**config.mk**
```make
export PLATFORM = sky130hd
export DESIGN_NAME = sample_frame_packer
export DESIGN_NICKNAME = d
export VERILOG_FILES = /design/src/rtl/proc_pkg.sv /design/src/rtl/sample_frame_packer.sv
export SDC_FILE = /design/constraint.sdc
export NUM_CORES = 1
export LEC_CHECK = 0
export ABC_AREA = 0
export CORE_MARGIN = 2
export CORE_UTILIZATION = 40
export CTS_BUF_LIST = sky130_fd_sc_hd__clkbuf_8
export DETAILED_ROUTE_END_ITERATION = 16
export SLEW_MARGIN = 5
export SYNTH_ARGS = -nofsm -noshare
export SYNTH_HDL_FRONTEND = slang
export SYNTH_SLANG_ARGS = --single-unit
```
**constraint.sdc**
```tcl
create_clock -name clk -period 2.1 [get_ports clk]
set_clock_uncertainty 0.05 [all_clocks]
set_input_delay 0.21 -clock clk [delete_from_list [all_inputs] [get_ports clk]]
set_output_delay 0.21 -clock clk [all_outputs]
set_load 0.02 [all_outputs]
```
**src/rtl/proc_pkg.sv**
```systemverilog
// Shared definitions for the channel-processing pipeline: default geometry,
// packer state encoding and a counter-width helper.
package proc_pkg;

  localparam int unsigned CH_DEF   = 22;
  localparam int unsigned SW_DEF   = 16;
  localparam int unsigned CNT_DEF  = 1000;
  localparam int unsigned LEAD_DEF = 3;
  localparam int unsigned FRAME_W  = CH_DEF * SW_DEF;

  typedef enum logic [2:0] {
    IDLE,
    START,
    PRIME,
    FILL,
    WAIT_DONE
  } packer_state_e;

  // Counter width able to hold 0..n-1, never narrower than one bit.
  function automatic int unsigned cnt_w(input int unsigned n);
    return (n > 1) ? $clog2(n) : 1;
  endfunction

endpackage

```
**src/rtl/sample_frame_packer.sv**
```systemverilog
// Packs CH serial samples per frame for the processing block, opens each batch
// of CNT frames with a lead-timed start pulse and waits for the consumer's done.
module sample_frame_packer
  import proc_pkg::*;
#(
  parameter int unsigned CNT  = CNT_DEF,
  parameter int unsigned CH   = CH_DEF,
  parameter int unsigned SW   = SW_DEF,
  parameter int unsigned LEAD = LEAD_DEF
) (
  input  logic             clk,
  input  logic             rst_n,
  input  logic             enable,
  input  logic [SW-1:0]    s_data,
  input  logic             s_valid,
  output logic             s_ready,
  input  logic             s_last,
  input  logic             batch_done,
  output logic [CH*SW-1:0] data_in,
  output logic             data_in_valid,
  output logic             start_flag,
  output logic             busy,
  output logic             align_err
);

  localparam int unsigned DW  = CH * SW;
  localparam int unsigned CW  = cnt_w(CH);
  localparam int unsigned FCW = cnt_w(CNT);
  localparam int unsigned LW  = cnt_w(LEAD + 1);

  packer_state_e  state_q, state_d;
  logic [CW-1:0]  ch_cnt_q, ch_cnt_d;
  logic [FCW-1:0] frame_cnt_q, frame_cnt_d;
  logic [LW-1:0]  lead_q, lead_d;
  logic [DW-1:0]  sh_q, sh_d;
  logic [DW-1:0]  data_q, data_d;
  logic           dv_q, dv_d;
  logic           err_q, err_d;
  logic           ch_last;
  logic           frame_last;

  assign ch_last    = (ch_cnt_q == CW'(CH - 1));
  assign frame_last = (frame_cnt_q == FCW'(CNT - 1));

  // State and datapath registers.
  always_ff @(posedge clk) begin
    if (!rst_n) begin
      state_q     <= IDLE;
      ch_cnt_q    <= '0;
      frame_cnt_q <= '0;
      lead_q      <= '0;
      sh_q        <= '0;
      data_q      <= '0;
      dv_q        <= 1'b0;
      err_q       <= 1'b0;
    end else begin
      state_q     <= state_d;
      ch_cnt_q    <= ch_cnt_d;
      frame_cnt_q <= frame_cnt_d;
      lead_q      <= lead_d;
      sh_q        <= sh_d;
      data_q      <= data_d;
      dv_q        <= dv_d;
      err_q       <= err_d;
    end
  end

  // Next-state, packing and alignment logic.
  always_comb begin
    state_d     = state_q;
    ch_cnt_d    = ch_cnt_q;
    frame_cnt_d = frame_cnt_q;
    lead_d      = lead_q;
    sh_d        = sh_q;
    data_d      = data_q;
    dv_d        = 1'b0;
    err_d       = err_q;

    unique case (state_q)
      IDLE: begin
        if (enable && s_valid) begin
          state_d = START;
        end
      end

      START: begin
        lead_d  = '0;
        state_d = PRIME;
      end

      PRIME: begin
        if (lead_q == LW'(LEAD - 1)) begin
          state_d = FILL;
        end else begin
          lead_d = lead_q + LW'(1);
        end
      end

      FILL: begin
        if (s_valid) begin
          sh_d = {sh_q[DW-SW-1:0], s_data};
          // End-of-frame marker must coincide exactly with the last channel.
          if (s_last != ch_last) begin
            err_d = 1'b1;
          end
          if (ch_last) begin
            ch_cnt_d = '0;
            data_d   = {sh_q[DW-SW-1:0], s_data};
            dv_d     = 1'b1;
            if (frame_last) begin
              frame_cnt_d = '0;
              state_d     = WAIT_DONE;
            end else begin
              frame_cnt_d = frame_cnt_q + FCW'(1);
            end
          end else begin
            ch_cnt_d = ch_cnt_q + CW'(1);
          end
        end
      end

      WAIT_DONE: begin
        if (batch_done) begin
          state_d = IDLE;
        end
      end

      default: begin
        state_d = IDLE;
      end
    endcase
  end

  assign s_ready       = (state_q == FILL);
  assign start_flag    = (state_q == START);
  assign busy          = (state_q != IDLE);
  assign data_in       = data_q;
  assign data_in_valid = dv_q;
  assign align_err     = err_q;

endmodule

```
==> metrics.txt <==
Final ANT Viol Nets 0; HP Class input port to register; leakage power figure 11.2 nW; main flop type after synthesis dfxtp_1; CP bufs+invs 1; TritonCTS buffer count 116; CP max stage delay between 0.6 and 0.7 ns; Die H ~260 um; Synth Cell Area around 0.026 sq mm; Die W 260 um; Worst-path clk slew 0.06 ns; Yosys top cell by area dfxtp_1; Skew-Pair Late Insertion Delay just over 0.7 ns; Vias/cell 4.93; critical path endpoint category output pin; H-tree depth reported by CTS 3; largest net degree at the start of global routing approximately 150; Starting Density 40.6%; Area Growth Syn to Fin 27.1%; Hold Violations, Final 0; pre-CTS setup slack -0.156 ns; CTS tree done; WL final 74.0 mm; CTS sink count 710; fmax roughly 490 MHz; FF+latch count, synth 710; Synth top area share 54.2%; Area contributors post-synth dfxtp_1, nand2_1, a21boi_0; IO buf count approximately 380; global-route wire length before repair 116 mm; cell family with most CP delay buffers and inverters; WHS 0.0616 ns; cells along the critical path clkdlybuf4s50_1; Slew @ Worst Pin 0.566 ns; boundary pin count 379; CTS Buffer Depth 3; max_cap viols 0; RSZ-0062 raised after global routing false; dpl hpwl 51.0 mm; core area about 0.065 sq mm; clock root buffer master clkbuf_8; fin crit share between 90% and 100%; gpl congestion about 0.83; Peak supply drop 0.455 mV; Overall Global Routing Usage around 21%; Netlist cell types 49; site row count 93; status finished, final reports clean; Synth async-reset ratio 0%; syn_area_per_cell between 8 and 9 sq um; post-synthesis cell count about 3000; Power Dens Cells between 700 and 800 mW/mm^2; share of cells above drive strength 1 7.41%; Syn. warnings 0; WS Path Type register to output pin; sequential cell area fraction in the yosys report 54.2%; Syn Nets 3060; CP Launch Type register; vias in the first global route 20900; Critical Path RT 1.84 ns; total congestion overflow 0; via count 21300; wire per inst 17.1 um; CP max-delay cell clkdlybuf4s50_1; Post-DP Area 0.0310 sq mm; post-layout util approximately half; Residual DRC 0; final instance area 0.0333 sq mm; TritonRoute pass-1 iters 5; initial antenna violation count 0; ant diodes 0; slew margin rel. roughly 62%; Setup WS post-layout 0.0669 ns; Post-synth EDFFs 0; Die Area approximately 0.068 sq mm; Critical Path Fanout Max 2; Max Transition Viols Final 0; DRT iter0 DRCs 1350; crit path DAT 1.77 ns; nets 3409; fin crit period 2.03 ns; Setup violations, final 0
final timing paths:
kind / startpoint / cells after the start / slack [ns] / end
max: data_in[10] / 1 / 0.07 / data_in[10]
min: s_data[9] / 3 / 0.06 / data_in[9]
max reg2reg: state_q[2] / 5 / 0.09 / frame_cnt_q[6]
min reg2reg: sh_q[324] / 2 / 0.40 / data_in[340]
cells in the final DEF, fill, tap and decap left out, types with 2 or more instances in the layout:
| cell type | synthesis | layout |
|---|---|---|
| a21boi_0 | 412 | 411 |
| a21boi_1 | 240 | 241 |
| a21oi_1 | 2 | 2 |
| a22o_1 | 38 | 38 |
| a22oi_1 | 2 | 2 |
| and2_1 | 2 | 2 |
| buf_12 | 0 | 44 |
| buf_2 | 103 | 2 |
| buf_4 | 47 | 36 |
| clkbuf_8 | 0 | 140 |
| clkdlybuf4s50_1 | 0 | 362 |
| clkinv_2 | 0 | 12 |
| clkinvlp_4 | 0 | 3 |
| dfxtp_1 | 710 | 709 |
| dlygate4sd2_1 | 0 | 11 |
| dlygate4sd3_1 | 0 | 3 |
| ha_1 | 4 | 4 |
| inv_1 | 2 | 45 |
| inv_8 | 0 | 3 |
| nand2_1 | 1311 | 1311 |
| nand3_1 | 7 | 7 |
| nand4_1 | 4 | 4 |
| nand4b_1 | 2 | 2 |
| nor2_1 | 17 | 16 |
| nor2b_1 | 4 | 4 |
| nor3_1 | 2 | 2 |
| nor4_1 | 4 | 4 |
| or3_1 | 2 | 2 |
| xnor2_1 | 9 | 9 |
| xor2_1 | 3 | 3 |
worst min-delay path, cell delays in order:
cell,delay [ns]
clkdlybuf4s50_1,0.43
nand2_1,0.07
a21boi_0,0.06
stage by stage:
step,setup TNS (ns),cells,power (W)
after detailed placement,-3.03,4115,0.0143
final,0,4323,0.0256
after floorplan,0,3034,0.0141
after global routing,0,4323,0.0265
after CTS,0,4321,0.0259
after global placement,-1.84,4115,0.0143
state kept, by name (all words and copies together), names as in the netlist:
name           flops
align_err          1
ch_cnt_q           5
data_in          352
data_in_valid      1
frame_cnt_q       10
lead_q             2
sh_q             336
state_q            3
report_power, final:
group,leakage [nW],switching [W],internal (W)
clock,1.32,0.00549,0.00612
combinational,4.19,0.000250,0.000246
sequential,5.72,0.00000456,0.0135
Yosys cell counts (3+ instances only):
library cell  number
dfxtp_1          710
buf_4             47
buf_6              3
nand4_1            4
nor4_1             4
a21boi_1         240
a22o_1            38
clkbuf_1          77
xor2_1             3
a21boi_0         412
nor2_1            17
nand2_1         1311
buf_2            103
xnor2_1            9
ha_1               4
and4b_1            3
nor2b_1            4
nand3_1            7
routing by layer:
metal | global-route usage, % | vias to the layer above | share of wire (%)
met3 | 4.48 | 106 | 6.3
met1 | 28.6 | 10100 | 45
met4 | 6.77 | 0 | 2.2
met5 | 0 | - | 0
li1 | - | 10500 | -
met2 | 34.8 | 535 | 46
cell families after synthesis:
family | synth area share (%)
compound gates | 20.3
xor+xnor | 0.401
fa+ha+maj | 0.191
buf+inv | 4.59
flops | 54.2
mux | 0.0382
simple gates | 20.3
final cells by class:
class	instances	area [sq um]
Fill cell	6156	31300
Sequential cell	710	14200
Multi-Input combinational cell	2091	10800
Timing Repair Buffer	462	4960
Clock buffer	140	1930
Tap cell	855	1070
Clock inverter	63	317
Inverter	2	7.51
what timing repair did:
action                                  CTS  global route
resized for setup                        26             3
hold endpoints to repair                 57             0
buffers inserted                          0             2
hold buffers                              3             0
endpoints found under the setup margin   14            31
Note: power is estimated with default switching activity, not from simulation.
